--- src/rtl/alarm_mode_controller.sv ---
// rtl/alarm_mode_controller.sv - alarm clock mode FSM, button arbitration, adjust strobes and buzzer
// Optional snooze support is enabled by defining SNOOZE_EN.
module alarm_mode_controller #(
    parameter int IDLE_SECS   = 10,
    parameter int RING_SECS   = 60,
    parameter int SNOOZE_SECS = 300
) (
    input  logic       clk,
    input  logic       reset,
    input  logic       btn_c,
    input  logic       btn_u,
    input  logic       btn_d,
    input  logic       btn_l,
    input  logic       btn_r,
    input  logic       sec_tick,
    input  logic       time_match,
    output logic [1:0] mode,
    output logic       field_sel,
    output logic       inc_time,
    output logic       dec_time,
    output logic       inc_alarm,
    output logic       dec_alarm,
    output logic       alarm_en,
    output logic       buzzer
);
    localparam int MAX_AB = (IDLE_SECS > RING_SECS) ? IDLE_SECS : RING_SECS;
    localparam int MAXP   = (MAX_AB > SNOOZE_SECS) ? MAX_AB : SNOOZE_SECS;
    localparam int CW     = $clog2(MAXP + 1);

    typedef enum logic [1:0] {
        CLOCK     = 2'b00,
        SET_TIME  = 2'b01,
        SET_ALARM = 2'b10,
        RINGING   = 2'b11
    } state_t;

    state_t        state;
    logic          match_q;
    logic [CW-1:0] idle_cnt;
    logic [CW-1:0] ring_cnt;
`ifdef SNOOZE_EN
    logic          snooze_act;
    logic [CW-1:0] snooze_cnt;
`endif

    logic p_c, p_u, p_d, p_lr, any_press, match_rise;

    // Fixed priority C > U > D > L > R; L and R share the same action.
    always_comb begin
        p_c        = btn_c;
        p_u        = btn_u & ~btn_c;
        p_d        = btn_d & ~btn_c & ~btn_u;
        p_lr       = (btn_l | btn_r) & ~btn_c & ~btn_u & ~btn_d;
        any_press  = btn_c | btn_u | btn_d | btn_l | btn_r;
        match_rise = time_match & ~match_q;
    end

    assign mode = state;

    always_ff @(posedge clk or negedge reset) begin
        if (!reset) begin
            state     <= CLOCK;
            match_q   <= 1'b0;
            idle_cnt  <= '0;
            ring_cnt  <= '0;
            field_sel <= 1'b1;
            inc_time  <= 1'b0;
            dec_time  <= 1'b0;
            inc_alarm <= 1'b0;
            dec_alarm <= 1'b0;
            alarm_en  <= 1'b0;
            buzzer    <= 1'b0;
`ifdef SNOOZE_EN
            snooze_act <= 1'b0;
            snooze_cnt <= '0;
`endif
        end else begin
            match_q   <= time_match;
            inc_time  <= 1'b0;
            dec_time  <= 1'b0;
            inc_alarm <= 1'b0;
            dec_alarm <= 1'b0;
`ifdef SNOOZE_EN
            if (snooze_act && sec_tick && snooze_cnt != '1)
                snooze_cnt <= snooze_cnt + CW'(1);
`endif
            case (state)
                CLOCK: begin
                    if (match_rise && alarm_en) begin
                        state    <= RINGING;
                        ring_cnt <= '0;
                        buzzer   <= 1'b1;
`ifdef SNOOZE_EN
                        snooze_act <= 1'b0;
                    end else if (snooze_act && sec_tick && alarm_en &&
                                 snooze_cnt >= CW'(SNOOZE_SECS - 1)) begin
                        state      <= RINGING;
                        ring_cnt   <= '0;
                        buzzer     <= 1'b1;
                        snooze_act <= 1'b0;
`endif
                    end else if (p_c) begin
                        state     <= SET_TIME;
                        field_sel <= 1'b1;
                        idle_cnt  <= '0;
`ifdef SNOOZE_EN
                        snooze_act <= 1'b0;
`endif
                    end else if (p_u) begin
                        alarm_en <= ~alarm_en;
`ifdef SNOOZE_EN
                        if (alarm_en)
                            snooze_act <= 1'b0;
`endif
                    end
                end
                SET_TIME, SET_ALARM: begin
                    if (any_press) begin
                        idle_cnt <= '0;
                        if (p_c) begin
                            state     <= (state == SET_TIME) ? SET_ALARM : CLOCK;
                            field_sel <= (state == SET_TIME) ? 1'b1 : field_sel;
                        end else if (p_u) begin
                            inc_time  <= (state == SET_TIME);
                            inc_alarm <= (state == SET_ALARM);
                        end else if (p_d) begin
                            dec_time  <= (state == SET_TIME);
                            dec_alarm <= (state == SET_ALARM);
                        end else if (p_lr) begin
                            field_sel <= ~field_sel;
                        end
                    end else if (sec_tick) begin
                        if (idle_cnt >= CW'(IDLE_SECS - 1)) begin
                            state    <= CLOCK;
                            idle_cnt <= '0;
                        end else if (idle_cnt != '1) begin
                            idle_cnt <= idle_cnt + CW'(1);
                        end
                    end
                end
                RINGING: begin
                    if (any_press) begin
                        state  <= CLOCK;
                        buzzer <= 1'b0;
`ifdef SNOOZE_EN
                        snooze_act <= p_c;
                        snooze_cnt <= '0;
`endif
                    end else if (sec_tick) begin
                        if (ring_cnt >= CW'(RING_SECS - 1)) begin
                            state  <= CLOCK;
                            buzzer <= 1'b0;
`ifdef SNOOZE_EN
                            snooze_act <= 1'b0;
`endif
                        end else if (ring_cnt != '1) begin
                            ring_cnt <= ring_cnt + CW'(1);
                        end
                    end
                end
                default: state <= CLOCK;
            endcase
        end
    end
endmodule

--- config.mk ---
export PLATFORM = sky130hd
export DESIGN_NAME = alarm_mode_controller
export DESIGN_NICKNAME = d
export VERILOG_FILES = /design/src/rtl/alarm_mode_controller.sv
export SDC_FILE = /design/constraint.sdc
export NUM_CORES = 1
export LEC_CHECK = 0
export CAP_MARGIN = 5
export CELL_PAD_IN_SITES_DETAIL_PLACEMENT = 1
export CELL_PAD_IN_SITES_GLOBAL_PLACEMENT = 1
export CORE_ASPECT_RATIO = 0.9
export CORE_MARGIN = 2
export CORE_UTILIZATION = 30
export DETAILED_ROUTE_END_ITERATION = 7
export GPL_TIMING_DRIVEN = 0
export PLACE_DENSITY = 0.71
export SLEW_MARGIN = 20
export SYNTH_ARGS = -nofsm -noshare
export SYNTH_HDL_FRONTEND = slang
export SYNTH_SLANG_ARGS = --single-unit
--- constraint.sdc ---
create_clock -name clk -period 2.05 [get_ports clk]
set_input_delay 0.3075 -clock clk [delete_from_list [all_inputs] [get_ports clk]]
set_output_delay 0.3075 -clock clk [all_outputs]
set_load 0.1 [all_outputs]
==> summary by stage, run 1 <==
Detailed routing
After detailed routing, the average wire length per cell comes to 17.12 µm. Dividing the detail-routed via count by the number of cells gives 5.077. The number of violations reported at the end of detailed-routing iteration 0 is 64.

The total wirelength of the detailed-routed design is 4468 µm. The routed layout has 1,325 vias. The remaining number of nets flagged by the antenna check after routing is 0. The first detailed-routing pass took 4 iterations. The post-route DRC violation count is 0.

Critical path
The top fanout value on the critical path is 5. The beginning of the worst register-to-register path is idle_cnt[1]$_DFFE_PN0P_. The type of element capturing the critical path is a flip-flop. Measured in cells, the most critical reg-to-reg path has a length of 11. The worst setup path is of the reg2reg kind. In this run the register-to-register setup slack is -0.09 ns.

For the worst setup path, the data arrival time is 2.32 ns. STA classifies the critical path startpoint as a flip-flop. The worst endpoint required time is 2.23 ns.

The endpoint identified for the worst register-to-register timing path is idle_cnt[3]$_DFFE_PN0P_.

Timing
The worst hold margin is 0.03275 ns. The minimum setup slack in the final design is -0.09209 ns. The worst pin sits at a relative slew slack of 35.73%.

The number of failing hold endpoints at the final stage is 0. The max-slew violation count is 0. The clock skew after layout is 0.003416 ns.

The final critical path time including I/O delays and setup is 2.142 ns. The maximum clock rate is 466.8 MHz. The slew at the pin closest to its max-slew limit is 0.9679 ns. Of the available clock period, the critical path in the final layout requires 104.5%.

Setup repair after global routing could not meet its margin everywhere. Setup violations remaining at the end of the flow were counted as 11.

Clock tree
The clock tree from TritonCTS is done. The later pin in the worst-skew pair is clocked with a latency of 0.28 ns. Counting along the longest clock path gives a buffer depth of 2.

The clock slew seen by the registers of the worst setup and hold paths is 0.10 ns. The clock tree root buffer cell is sky130_fd_sc_hd__clkbuf_8. The number of buffers created by CTS is 3.

The clock sink count is 28. CTS built an H-tree with a depth of 1.

Yosys
The share of the yosys chip area belonging to registers is 46.56%. Of all flip-flops after synthesis, the portion carrying an async set or reset was 100.0%. After synthesis, the netlist uses 40 different library cells. The register bit count reported by yosys is 28. Among all flip-flop cells after synthesis, the most frequent one is sky130_fd_sc_hd__dfrtp_1.

Yosys printed 0 warnings. The synthesized design contains 0 enable-type register cells. The net count after synthesis is 171. In this run the cell area of the synthesized design comes to 1508 µm².

The number of instances in the synthesized netlist is 152. A synthesized cell averages 9.919 µm².

Die
The floorplan has 24 rows. Once the floorplan was initialized, standard cells occupied 31.19% of the core. The y dimension of the die is 71.26 µm.

The number of top-level pins is 18. The placeable core region is 4835 µm². The floorplan step set the die width to 78.73 µm.

The die area is 5610 µm².

Layout
Of the cells placed in the final design, the portion with a size suffix greater than 1 is 40.31%. Counting the fill cells in the layout gives 527. The antenna diode instance count is 0. The library cell used most frequently in the layout, excluding fill and tap cells, is sky130_fd_sc_hd__dfrtp_1.

In the layout the commonest cells are sky130_fd_sc_hd__dfrtp_1 (23), sky130_fd_sc_hd__buf_4 (19), sky130_fd_sc_hd__nand2_1 (10), sky130_fd_sc_hd__nand3_1 (10), sky130_fd_sc_hd__dlygate4sd2_1 (8). The area growth from synthesis to layout is 48.38%. After the last flow step, the layout net total stands at 216.

Global route
For this run the aggregate overflow at the end of global routing stands at 0. The total global-route track usage is 15.89%. The first-pass GRT wire length is 7017 µm.

The initial antenna violation count is 0. The number of global-route vias before repair came to 1,456. Entering global routing, the biggest net connects 29 pins.

Status
The checks that failed: setup timing. The run finished, with violations left.

Power
In this run the static leakage power is 0.9675 nW. The power per cell area is 1031 nW/µm². Across the VDD grid, the largest voltage drop is 0.001124 V.

Placement
The weighted congestion at the end of routability-driven global placement is 0.7356. Input and output buffers added on the ports amount to 17. OpenSTA, run right after detailed placement, puts the worst setup slack at -0.3889 ns.

The HPWL after detailed placement is 2655 µm.

Min path
In this run the worst hold path is classified as in2async.

Job
The tool flagged a number of max-cap violations equal to 0.
through the flow:
step / total power (W) / std cells / cell area (µm²) / TNS (ns) / util [%]
after floorplan: 0.001426 / 152 / 1540 / -0.07645 / -
after global placement: 0.001655 / 234 / 1792 / -2.747 / 37.06
after detailed placement: 0.001678 / 234 / 1787 / -3.484 / 36.96
after CTS: 0.002105 / 255 / 2036 / 0 / 42.11
after global routing: 0.002413 / 261 / 2237 / -1.486 / 46.27
final: 0.002306 / 261 / 2237 / -0.7664 / 46.27
per-layer routing:
layer / vias up / routed length, µm / GRT usage (%)
li1: 631 / - / -
met1: 659 / 1940 / 19.08
met2: 28 / 2324 / 28.68
met3: 7 / 128 / 3.149
met4: 0 / 74 / 5.068
met5: - / 0 / 0
how the worst max path moves through the flow:
stage	start	slack (ns)	end	cells after the start
final	idle_cnt[1]$_DFFE_PN0P_	-0.09	idle_cnt[3]$_DFFE_PN0P_	11
after global routing	idle_cnt[0]$_DFFE_PN0P_	-0.16	idle_cnt[3]$_DFFE_PN0P_	11
after CTS	field_sel$_DFFE_PN1P_	0.002	field_sel	1
after detailed placement	btn_u	-0.39	ring_cnt[2]$_DFFE_PN0P_	7
after global placement	btn_u	-0.37	ring_cnt[2]$_DFFE_PN0P_	7
after floorplan	mode[0]$_DFFE_PN0P_	-0.08	ring_cnt[2]$_DFFE_PN0P_	8
layout make-up:
| class | instances | area (µm²) | share of cell area [%] |
|---|---|---|---|
| well taps | 65 | 81.33 | 3.635 |
| inverters | 9 | 33.78 | 1.510 |
| flip-flops and latches | 28 | 711.9 | 31.82 |
| repair buffers | 41 | 352.8 | 15.77 |
| plain buffers | 2 | 27.53 | 1.230 |
| clock buffers | 4 | 45.04 | 2.013 |
| multi-input cells | 112 | 984.7 | 44.02 |
sequential cells by signal, indices dropped and copies added, names as in the netlist:
name,count
idle_cnt,9
ring_cnt,9
mode,2
alarm_en,1
buzzer,1
dec_alarm,1
dec_time,1
field_sel,1
inc_alarm,1
inc_time,1
match_q,1
what timing repair did:
item,4_1_cts,5_1_grt
hold buffers,0,0
resized for setup,27,39
setup buffers,16,7
cloned,1,0
pin swaps,9,14
endpoints found under the setup margin,22,19
cell families after synthesis:
kind of cell / synth area share, %
compound gates: 12.45
mux: 2.822
simple gates: 25.06
fa+ha+maj: 8.299
xor+xnor: 1.743
buf+inv: 3.070
flops: 46.56
cell usage after synthesis (4+ instances only):
| cell | instances | area share (%) |
|---|---|---|
| sky130_fd_sc_hd__and3_1 | 5 | 2.1 |
| sky130_fd_sc_hd__dfrtp_1 | 27 | 45 |
| sky130_fd_sc_hd__ha_1 | 10 | 8.3 |
| sky130_fd_sc_hd__inv_1 | 9 | 2.2 |
| sky130_fd_sc_hd__nand2_1 | 12 | 3.0 |
| sky130_fd_sc_hd__nand3_1 | 11 | 3.7 |
| sky130_fd_sc_hd__nor2_1 | 11 | 2.7 |
| sky130_fd_sc_hd__nor3_1 | 5 | 1.7 |
| sky130_fd_sc_hd__o21a_1 | 4 | 2.0 |
| sky130_fd_sc_hd__o21ai_0 | 4 | 1.3 |
| sky130_fd_sc_hd__o21ai_1 | 6 | 2.0 |
| sky130_fd_sc_hd__o31ai_1 | 4 | 2.0 |
power by group:
group / internal, W / switching [W]
sequential: 0.000619 / 0.0000505
clock: 0.000140 / 0.000178
combinational: 0.000492 / 0.000827
worst max-delay path: stages, from the launching register on:
cell and delay, ns:
sky130_fd_sc_hd__dfrtp_1 0.42, sky130_fd_sc_hd__buf_6 0.12, sky130_fd_sc_hd__ha_4 0.13, sky130_fd_sc_hd__nand3_4 0.08
sky130_fd_sc_hd__or2_4 0.28, sky130_fd_sc_hd__nor2_4 0.12, sky130_fd_sc_hd__ha_4 0.14, sky130_fd_sc_hd__a41oi_2 0.12
sky130_fd_sc_hd__o21ai_2 0.21, sky130_fd_sc_hd__clkbuf_8 0.19, sky130_fd_sc_hd__nor2_4 0.04, sky130_fd_sc_hd__o21a_1 0.16
No activity file was read; power rests on OpenSTA's default activity.
==> inputs of run 2 (changes only) <==
Settings changed: CAP_MARGIN 5 to not set.
==> results of run 2 <==
Same layout as run 1: the final DEF is identical, and so are final timing and power.
==> inputs of run 3 (changes only) <==
Settings changed: CORE_MARGIN 2 to 1.
==> run 3 against run 2 <==
Effect of this change: the run still ends with setup timing left; clock skew grew 0.011 ns; worst setup slack gained 0.083 ns; largest power group unchanged; sequential cell count is the same; power shrank 4.3%; non-clock buffer count shrank 6; cell count shrank 2.3%.
==> summary by stage, run 3 (synthesis gave the netlist of run 1 again) <==
Critical path
The worst register-to-register path ends at idle_cnt[3]$_DFFE_PN0P_. The worst setup path startpoint is idle_cnt[0]$_DFFE_PN0P_. The beginning of the worst register-to-register path is idle_cnt[0]$_DFFE_PN0P_. The worst endpoint required time is 2.22 ns (about the same). The category of cells accounting for the largest share of critical-path delay is compound AO/OA/AOI/OAI gates. The buffering stage count on the worst path with inverters included was 1 (-1). Traced cell by cell, the critical path runs through ha_4 > nand3_2 > or2_4 > nor2_2 > ha_2 > a41oi_2 > o21ai_2 > clkbuf_8 > nor2_1 > o21a_1.

The worst path arrival time is 2.23 ns (-0.09 ns). The flop-to-flop setup slack is -0.009 ns (+0.08 ns). The type of element capturing the critical path is a flip-flop. STA classifies the critical path startpoint as a flip-flop.

The type of the worst setup path is reg2reg. The delay contributed by the slowest stage of the critical path was 0.42 ns (about the same). The cell depth of the worst flop-to-flop path is 10 (-1). The top fanout value on the critical path is 5 (unchanged).

The cell with the largest stage delay on the worst path is sky130_fd_sc_hd__dfrtp_2.

Placement
The cell count after placement came to 234 (unchanged). The HPWL after detailed placement was 2735 µm (+3.0%). The worst slack at placement is -0.4488 ns (-0.05987 ns). The total placed instance area came to 1787 µm² (unchanged). The number of I/O port buffers came to 17 (unchanged). The weighted congestion at the end of routability-driven global placement is 0.7342 (-0.19%).

Min path
The path category of the worst min-delay check is in2async.

Power
The power per cell area came to 1035 nW/µm² (+0.37%). The worst ir drop on vdd is 0.0006829 V (-39%). The leakage component of the power is 0.9215 nW (-4.8%).

Global route
The number of global-route vias before repair is 1,461 (+0.34%). The initial antenna violation count was 0 (unchanged). The pin count of the biggest net entering global routing is 29 (unchanged). The first-pass GRT wire length is 7127 µm (+1.6%). The overall overflow remaining after global route came to 0 (unchanged).

The total global-route track usage is 16.79% (+0.90 points).

Timing
The final-report setup violation count is 1 (-10). The maximum clock rate is 485.7 MHz (+4.0%). The minimum setup slack in the final design is -0.009002 ns (+0.08309 ns). The final critical path time including I/O delays and setup is 2.059 ns (-0.08309 ns). The part of the cycle the worst path needs came to 100.4% (-4.1 points). The clock skew after layout is 0.01402 ns (+0.01060 ns). The number of failing hold endpoints at the final stage is 0 (unchanged). The worst hold margin came to 0.03034 ns (-0.002416 ns). The headroom to the max-slew limit is 35.72% (about the same). Setup repair after global routing could not meet its margin everywhere. The max-slew violation count is 0 (unchanged). The slew at the pin closest to its max-slew limit was 0.9680 ns (+0.00001067 ns).

Clock tree
The H-tree depth came to 1 (unchanged). TritonCTS built the clock tree. The clock network latency to the later pin of the worst-skew pair is 0.28 ns (about the same).

The clock tree root buffer cell is sky130_fd_sc_hd__clkbuf_8. The clock sink count is 28 (unchanged). The clock slew seen by the registers of the worst setup and hold paths is 0.10 ns (about the same). The number of buffers created by CTS is 3 (unchanged).

The largest buffer count on any clock path is 2 (unchanged).

Status
The flow ran to the end, but the final reports show violations. The final reports fail on setup timing.

Layout
The area added between synthesis and finish is 41.41%. The number of standard cells in the layout, taps in and fillers out is 255 (-2.3%). The share of post-route cells with drive strength above 1 is 33.16% (-7.1 points). Leaving out fill and tap cells, the most frequent cells in the layout are sky130_fd_sc_hd__dfrtp_1 (23), sky130_fd_sc_hd__buf_4 (15), sky130_fd_sc_hd__nand2_1 (12), sky130_fd_sc_hd__nand3_1 (10), sky130_fd_sc_hd__dlygate4sd2_1 (9).

The antenna diode instance count was 0 (unchanged). The number of inserted filler cells in the final layout is 531 (+0.76%). The post-route core utilization came to 44.10% (-2.2 points). The most common library cell in the layout ignoring fill and taps is sky130_fd_sc_hd__dfrtp_1. The final standard cell area without fillers is 2132 µm² (-4.7%). The count of nets after finishing is 210 (-2.8%).

Detailed routing
The detailed-router iteration count before antenna repair came to 4 (unchanged). The via-per-instance ratio is 5.200 (+2.4%). The total wirelength of the detailed-routed design was 4163 µm (-6.8%). The post-route DRC violation count is 0 (unchanged). The total number of vias is 1,326 (+0.075%). The average wire per cell in the routed design was 16.33 µm (-4.6%). The number of violations reported at the end of detailed-routing iteration 0 is 78 (+22%).

The remaining number of nets flagged by the antenna check after routing was 0 (unchanged).

Die
The y dimension of the die was 69.26 µm (-2.8%). The initial standard-cell utilization of the core is 31.19% (unchanged). The die boundary width is 76.73 µm (-2.5%).

The die area is 5314 µm² (-5.3%). The number of core rows is 24 (unchanged). The number of top-level pins is 18 (unchanged). The placeable core region is 4835 µm² (unchanged).

Job
The max-capacitance violation count is 0 (unchanged).
-- run 3: cell type report --
cell class | instances | area [µm²] | share of cell area [%]
multi-input cells | 112 | 932.1 | 43.72
flip-flops and latches | 28 | 711.9 | 33.39
repair buffers | 35 | 300.3 | 14.08
well taps | 65 | 81.33 | 3.815
clock buffers | 4 | 45.04 | 2.113
inverters | 9 | 33.78 | 1.585
plain buffers | 2 | 27.53 | 1.291
-- run 3: report_power, final --
part           leakage (nW)  switching, W  internal (W)  total (W)
Sequential            0.374     0.0000493      0.000619   0.000668
Clock                0.0228      0.000177      0.000140   0.000317
Combinational         0.525      0.000773      0.000447    0.00122
-- run 3: timing repair --
action,CTS,global route
buffers inserted,12,5
pin swaps,5,11
endpoints found under the hold margin,0,0
hold buffers,0,0
gates cloned,1,0
resized for setup,26,25
endpoints found under the setup margin,25,19
-- run 3: worst max path at each step --
stage / endpoint / slack [ns] / depth (start not counted)
finish: idle_cnt[3]$_DFFE_PN0P_ / -0.009 / 10
global route: idle_cnt[3]$_DFFE_PN0P_ / -0.13 / 10
CTS: ring_cnt[2]$_DFFE_PN0P_ / -0.01 / 9
detailed placement: ring_cnt[2]$_DFFE_PN0P_ / -0.45 / 7
global placement: ring_cnt[2]$_DFFE_PN0P_ / -0.37 / 7
floorplan: ring_cnt[2]$_DFFE_PN0P_ / -0.08 / 8
-- run 3: layer usage --
layer / wire, µm / GRT usage, % / up-vias
li1: - / - / 621
met1: 1925 / 21.34 / 683
met2: 2106 / 29.46 / 18
met3: 97 / 2.368 / 4
met4: 34 / 4.915 / 0
met5: 0 / 0 / -
-- run 3: per-stage QoR --
stage               power [W]   TNS [ns]
floorplan            0.001426   -0.07645
global placement     0.001651     -2.793
detailed placement   0.001675     -3.852
CTS                  0.002106   -0.01431
global route         0.002312    -0.7829
finish               0.002206  -0.009002
